## src/rtl/dm_access_ctrl.sv

```systemverilog
// Data-memory access sequencer: round-robin arbitration between the MEM stage
// and an external loader, with a fixed multi-cycle memory latency and MEM stall.
module dm_access_ctrl #(
  parameter int unsigned ADDRESS_SIZE = 32,
  parameter int unsigned DATA_SIZE    = 32,
  parameter int unsigned DM_LATENCY   = 2,
  parameter logic [5:0]  OP_LW        = 6'b100011,
  parameter logic [5:0]  OP_SW        = 6'b101011
) (
  input  logic                    clock,
  input  logic                    reset,
  input  logic                    mem_req_valid,
  input  logic [5:0]              mem_op,
  input  logic [ADDRESS_SIZE-1:0] mem_addr,
  input  logic [DATA_SIZE-1:0]    mem_wdata,
  output logic [DATA_SIZE-1:0]    mem_rdata,
  output logic                    mem_done,
  output logic                    mem_stall_c,
  input  logic                    ext_req,
  input  logic                    ext_we,
  input  logic [ADDRESS_SIZE-1:0] ext_addr,
  input  logic [DATA_SIZE-1:0]    ext_wdata,
  output logic                    ext_gnt,
  output logic [DATA_SIZE-1:0]    ext_rdata,
  output logic                    ext_done,
  input  logic [DATA_SIZE-1:0]    dm_read_data,
  output logic                    dm_write_enable,
  output logic [ADDRESS_SIZE-1:0] dm_write_address,
  output logic [DATA_SIZE-1:0]    dm_write_data,
  output logic [ADDRESS_SIZE-1:0] dm_read_address
);

  typedef enum logic {IDLE, BUSY} state_t;
  typedef enum logic {OWN_MEM, OWN_EXT} owner_t;

  localparam logic [3:0] CNT_INIT = 4'(DM_LATENCY - 1);

  state_t     state;
  owner_t     owner;
  owner_t     last_owner;
  logic [3:0] cnt;
  logic       acc_write;

  logic                    mem_ls;
  logic                    mem_elig;
  logic                    ext_elig;
  logic                    grant_mem;
  logic                    grant_ext;
  logic [ADDRESS_SIZE-1:0] req_addr;
  logic [DATA_SIZE-1:0]    req_wdata;
  logic                    req_we;

  assign mem_ls      = mem_req_valid & ((mem_op == OP_LW) | (mem_op == OP_SW));
  assign mem_elig    = mem_ls & ~mem_done;
  assign ext_elig    = ext_req & ~ext_done;
  assign mem_stall_c = mem_ls & ~mem_done;

  // On a tie MEM wins only if EXT owned the previous access.
  always_comb begin
    grant_mem = mem_elig & (~ext_elig | (last_owner == OWN_EXT));
    grant_ext = ext_elig & ~grant_mem;
    req_addr  = grant_mem ? mem_addr  : ext_addr;
    req_wdata = grant_mem ? mem_wdata : ext_wdata;
    req_we    = grant_mem ? (mem_op == OP_SW) : ext_we;
  end

  always_ff @(posedge clock or posedge reset) begin
    if (reset) begin
      state            <= IDLE;
      owner            <= OWN_MEM;
      last_owner       <= OWN_EXT;
      cnt              <= '0;
      acc_write        <= 1'b0;
      mem_rdata        <= '0;
      mem_done         <= 1'b0;
      ext_gnt          <= 1'b0;
      ext_rdata        <= '0;
      ext_done         <= 1'b0;
      dm_write_enable  <= 1'b0;
      dm_write_address <= '0;
      dm_write_data    <= '0;
      dm_read_address  <= '0;
    end else begin
      mem_done        <= 1'b0;
      ext_done        <= 1'b0;
      ext_gnt         <= 1'b0;
      dm_write_enable <= 1'b0;
      case (state)
        IDLE: begin
          if (grant_mem | grant_ext) begin
            state            <= BUSY;
            cnt              <= CNT_INIT;
            owner            <= grant_mem ? OWN_MEM : OWN_EXT;
            last_owner       <= grant_mem ? OWN_MEM : OWN_EXT;
            dm_read_address  <= req_addr;
            dm_write_address <= req_addr;
            dm_write_data    <= req_wdata;
            dm_write_enable  <= req_we;
            acc_write        <= req_we;
            ext_gnt          <= grant_ext;
          end
        end
        BUSY: begin
          if (cnt != 4'd0) begin
            cnt <= cnt - 4'd1;
          end else begin
            state <= IDLE;
            if (owner == OWN_MEM) begin
              mem_done <= 1'b1;
              if (!acc_write) mem_rdata <= dm_read_data;
            end else begin
              ext_done <= 1'b1;
              if (!acc_write) ext_rdata <= dm_read_data;
            end
          end
        end
        default: state <= IDLE;
      endcase
    end
  end

endmodule
```

## config.mk

```make
export PLATFORM = sky130hd
export DESIGN_NAME = dm_access_ctrl
export DESIGN_NICKNAME = d
export VERILOG_FILES = /design/src/rtl/dm_access_ctrl.sv
export SDC_FILE = /design/constraint.sdc
export NUM_CORES = 1
export LEC_CHECK = 0
export CAP_MARGIN = 20
export CORE_AREA = 2 2 130 132
export DETAILED_ROUTE_END_ITERATION = 8
export DIE_AREA = 0 0 132 134
export HOLD_SLACK_MARGIN = 0.08
export PLACE_DENSITY = 0.79
export SKIP_LAST_GASP = 1
export SYNTH_ARGS = -nofsm -noshare
export SYNTH_HDL_FRONTEND = slang
export SYNTH_SLANG_ARGS = --single-unit
```

## constraint.sdc

```tcl
create_clock -name clock -period 4.9 [get_ports clock]
set_input_delay 0.49 -clock clock [delete_from_list [all_inputs] [get_ports clock]]
set_output_delay 0.49 -clock clock [all_outputs]
set_load 0.01 [all_outputs]
```

==> results.ini, run 1 <==
[run_status]
status=complete, no violations

[yosys]
syn-cell-area_um2=6210
ys_seq_area_share_pct=56.4
avgSynthCellArea_um2=10.8
yosysUniqueCellTypes=38
syn_inst=573
synth_top_family_by_area=simple AND/OR/NAND/NOR gates
syn_nets=745
yosys_warnings=0
yosys.area_share.simple_pct=14.7
synth-edff-count=0
synth_fa_ha_area_share_pct=0.201
synth_seq_cells=140
synthMuxAreaShare_pct=13.6
ys_async_sr_fraction_pct=100
synth_compound_area_share_pct=7.81
synth_xor_area_share_pct=0
synth_top_flop_cell=dfrtp_1

[clocking]
postCtsSetupRepairBufs=0
cts_tree=built
numCtsBuffers=17
cts_buffer_depth=2
cts_root_buffer=clkbuf_16
postCtsResizedCells=0
cts_sinks=140
clk_pin_slew_ns=0.06
insertion_delay_ns=0.41
cts_max_level=4
postCtsHoldBufs=0

[place]
hpwlAfterDp_um=13700
place.gp.congestion=0.755
dpl-instance-area_um2=9480
io_buffers=335

[sta]
max_freq_mhz=370
skew_ns=0.00882
rsz0062_at_grt=false
relSlewSlack_pct=28.8
tightest_slew_ns=1.07
hold_ws_ns=0.488
fin_crit_sh_pct=55.1
hold_violations=0
period_needed_ns=2.70
setup_violations=0
maxSlewViolCount=0
final.setup.tns_ns=0

[critical_path]
r2r_start=state
crit_start=ext_req
start_kind=primary input
end_kind=flop
reg2reg_setup_slack_ns=2.26
r2r_end=dm_write_data[26]
cp-endpoint=dm_write_data[26]
cp_max_fo=70
r2r_cells=6
setup.worst_path.class=primary input to flop
required_ns=5.22
critPathArrivalTime_ns=3.02

[route]
routed_wirelength_um=18700
drc=0
ant_nets=0
top_layer=met4
drtIter0Drc=202
viasPerCell=4.79
vias=5266
wl_met3_um=1480
wl_met1_um=7420
dr.pass1.iters=4
wl_per_cell_um=17.0
met2_length_um=9480

[pwr]
swShare_pct=31.5
p_switching_uw=1870
intPower_uw=4060
power.leakage_uw=0.00435
cellPowerDensity_nw_per_um2=588
pwr-share-comb_pct=44.5
ir_drop_uv=253
clock_power_share_pct=21.4
p_seq_share_pct=34.1

[global_routing]
grt_pass1_wl_um=28700
grt_max_degree=77
grt_remaining_overflow=0
grt_usage_pct=21.1
first_global_vias=5291
antenna_found_initial=0

[floorplan]
core-area_um2=16300
die_area_um2=17700
start_util_pct=38.1
die_x_um=132
die_h_um=134
rows=47
ios=336

[finish]
finish.instance_area_um2=10100
drive_above_1_share_pct=12.1
post-route-util_pct=61.8
fin_nets=1038
antenna_cells=0
syn_to_final_growth_pct=62.0

[flow_run]
cap_violations=0

[worst_hold_path]
hp-class=flop to flop

-- state kept, by name, indices dropped and copies added (netlist names) --
name             cells
last_owner           1
dm_read_address     32
state                1
owner                1
acc_write            1
ext_rdata           32
ext_done             1
cnt                  4
mem_done             1
ext_gnt              1
mem_rdata           32
dm_write_data       32
dm_write_enable      1
-- power groups by stage --
stage	sequential (uW)	clock (uW)	combinational [uW]
4_1_cts	2030	1290	2670
3_3_place_gp	2020	0	2600
6_report	2020	1270	2640
3_5_place_dp	2040	0	2650
5_1_grt	2090	1350	2820
2_1_floorplan	2200	0	1080
-- routing by layer --
layer	global-route usage [%]	vias to the layer above
met4	6.82	0
met3	7.48	18
li1	-	2499
met5	0	-
met2	36.7	226
met1	24.3	2523
-- cell families after synthesis --
family	after synthesis
multiplexers	65
AND/OR/NAND/NOR	218
AO/OA/AOI/OAI	76
adder cells (fa/ha/maj)	1
buffers and inverters	73
flip-flops	140
-- synth_stat cells (2+ instances only) --
master / instances / area, um2
dfrtp_1: 139 / 3480
nand2_1: 131 / 492
nor2_1: 69 / 259
a31oi_1: 64 / 400
buf_4: 36 / 270
mux2_4: 30 / 450
mux2_2: 28 / 315
buf_2: 19 / 95.1
clkbuf_1: 10 / 37.5
mux2_1: 6 / 67.6
inv_1: 5 / 18.8
buf_6: 3 / 33.8
o21ai_0: 3 / 15.0
nand4bb_1: 2 / 22.5
nor2b_1: 2 / 12.5
nor3_1: 2 / 10.0
o2bb2ai_1: 2 / 17.5
or3b_2: 2 / 17.5
-- placed cells by master (no fill, tap or decap), types with 2 or more instances in the layout --
master           Yosys  routed
buf_4               36       7
clkdlybuf4s50_1      0     335
inv_6                0       4
bufinv_16            0       2
o2bb2ai_1            2       2
a31oi_1             64      64
nand2_1            131     131
nor2_1              69      69
nor2b_1              2       2
nand4bb_1            2       2
inv_1                5       4
mux2_1               6       6
clkinvlp_4           0       5
or3b_2               2       2
clkbuf_1            10       2
nor3_1               2       2
dfrtp_1            139     139
o21ai_0              3       3
mux2_2              28      28
clkbuf_16            0      17
mux2_4              30      30
-- worst min-delay path by stage --
stage	from	end	slack [ns]	cells after the start
after floorplan	owner	mem_done	0.44	1
after global placement	mem_rdata[19]	mem_rdata[19]	0.47	1
after detailed placement	mem_rdata[19]	mem_rdata[19]	0.48	1
after CTS	mem_rdata[1]	mem_rdata[1]	0.49	1
after global routing	mem_rdata[1]	mem_rdata[1]	0.50	1
final	mem_rdata[19]	mem_rdata[19]	0.49	1
-- through the flow --
stage | cells | worst slack (ns) | total power [uW]
detailed placement | 1067 | 1.75 | 4690
floorplan | 573 | 0.659 | 3280
finish | 1099 | 2.20 | 5930
global route | 1099 | 2.02 | 6260
CTS | 1099 | 2.21 | 5990
global placement | 1067 | 1.86 | 4610
-- final cells by class --
| cell class | count | area, um2 |
|---|---|---|
| Tap cell | 220 | 275 |
| Inverter | 5 | 23.8 |
| Clock inverter | 12 | 138 |
| Timing Repair Buffer | 342 | 3410 |
| Fill cell | 1336 | 6220 |
| Sequential cell | 140 | 3500 |
| Multi-Input combinational cell | 360 | 2270 |
| Clock buffer | 20 | 447 |
-- worst max-delay path, stage by stage --
cell             delay (ns)
clkdlybuf4s50_1        0.47
or3b_2                 0.52
o21ai_4                0.09
buf_4                  0.50
buf_4                  0.62
nor2_1                 0.09
a31oi_1                0.18
Note: power is estimated with default switching activity, not from simulation.
==> run 2: changes to the inputs <==
==> constraint.sdc (replaced) <==
create_clock -name clock -period 2.5 [get_ports clock]
set_input_delay 0.25 -clock clock [delete_from_list [all_inputs] [get_ports clock]]
set_output_delay 0.25 -clock clock [all_outputs]
set_load 0.01 [all_outputs]
==> run 2 against run 1 <==
Power grew 99%; critical path depth down 4; routed wire length up 1.6%; clock skew grew 0.0016 ns; combinational power increased by 97%; utilization rose by 0.74 points; non-clock buffer count increased by 3; sequential share of layout area is 0.41 points lower; register-to-register slack worse by 1.9 ns; worst setup slack lost 1.9 ns; clock power rose by 100%; critical endpoint is now mem_stall_c; largest cell class unchanged.
==> results.ini, run 2 (synthesis gave the netlist of run 1 again) <==
[sta]
hold_violations=0
hold_ws_ns=0.371
rsz0062_at_grt=false
maxSlewViolCount=0
period_needed_ns=2.16
tightest_slew_ns=0.593
setup_violations=0
final.setup.tns_ns=0
max_freq_mhz=463
fin_crit_sh_pct=86.4
relSlewSlack_pct=60.5
skew_ns=0.0105

[clocking]
numCtsBuffers=17
cts_max_level=4
cts_root_buffer=clkbuf_16
postCtsResizedCells=0
postCtsSetupRepairBufs=0
cts_sinks=140
postCtsHoldBufs=0
clk_pin_slew_ns=0.06
insertion_delay_ns=0.42
cts_buffer_depth=2
cts_tree=built

[finish]
layout.cells.most_common_list=clkdlybuf4s50_1, dfrtp_1, nand2_1
syn_to_final_growth_pct=64.0
fin_nets=1041
final_cells=1102
drive_above_1_share_pct=12.4
layout_commonest_cell=clkdlybuf4s50_1
antenna_cells=0

[place]
place_inst=1070
hpwlAfterDp_um=13900
place.gp.congestion=0.777
io_buffers=335

[critical_path]
start_kind=flop
critPathArrivalTime_ns=1.91
r2r_start=cnt[0]
crit_start=mem_done
end_kind=output pin
setup.worst_path.class=flop to output pin
required_ns=2.25
cp_max_fo=5

[floorplan]
start_util_pct=38.1
die_area_um2=17700
core-area_um2=16300
die_x_um=132
die_h_um=134
rows=47
ios=336

[route]
ant_nets=0
drc=0
routed_wirelength_um=19000
dr.pass1.iters=5
wl_per_cell_um=17.2
drtIter0Drc=164
viasPerCell=4.74
vias=5227

[run_status]
status=complete, no violations

[global_routing]
first_global_vias=5260
grt_usage_pct=21.5
antenna_found_initial=0
grt_max_degree=104
grt_remaining_overflow=0
grt_pass1_wl_um=29300

[flow_run]
cap_violations=0

[pwr]
ir_drop_uv=533
cellPowerDensity_nw_per_um2=1160
power.leakage_uw=0.00440

[worst_hold_path]
hp-class=primary input to asynchronous set/reset pin

## run 2: changes by cell type in the layout (fill, tap and decap cells not counted), sizes merged
cell / previous run / this run
bufinv: 2 / 3
buf: 7 / 10
clkinv: 2 / 3
inv: 8 / 6
## run 2: worst paths after layout
check / endpoint / slack (ns) / cells after the start
hold / removal: dm_read_address[13] / 0.37 / 3
hold reg to reg: mem_rdata[1] / 0.48 / 1
max in group asynchronous: dm_write_data[22] / 1.69 / 3
min in group clock: dm_write_data[14] / 0.39 / 3
setup / recovery: mem_stall_c / 0.34 / 3
setup reg to reg: ext_rdata[20] / 0.37 / 6
## run 2: critical path: stages (launching register included)
cell and delay (ns):
dfrtp_1 0.38, and4bb_2 0.32, and2_1 0.23, clkdlybuf4s50_1 0.57
## run 2: cell type report
class	count	area, um2
sequential	140	3500
timing repair buffer	345	3500
inverter	5	22.5
clock inverter	12	163
tap	220	275
fill	1302	6100
multi-input combinational	360	2270
clock buffer	20	447
## run 2: where the power goes
group | switching (uW) | total, uW | internal, uW | leakage, uW
sequential | 720 | 3990 | 3270 | 0.00166
clock | 988 | 2590 | 1610 | 0.000285
combinational | 2010 | 5200 | 3200 | 0.00245
## run 2: stage by stage
stage	total power [uW]	area [um2]	setup slack (ns)	utilization [%]
final	11800	10200	0.339	62.6
after global routing	12400	10200	0.258	62.6
after CTS	11900	10200	0.312	62.6
after detailed placement	9260	9580	0.377	58.8
after global placement	9090	9580	0.419	58.8
after floorplan	6430	6220	0.502	-
## run 2: routing by layer
layer,GRT usage (%),vias up,wire [um]
li1,-,2504,-
met1,24.9,2470,7410
met2,37.6,236,9700
met3,7.03,17,1550
met4,7.37,0,299
met5,0,-,0
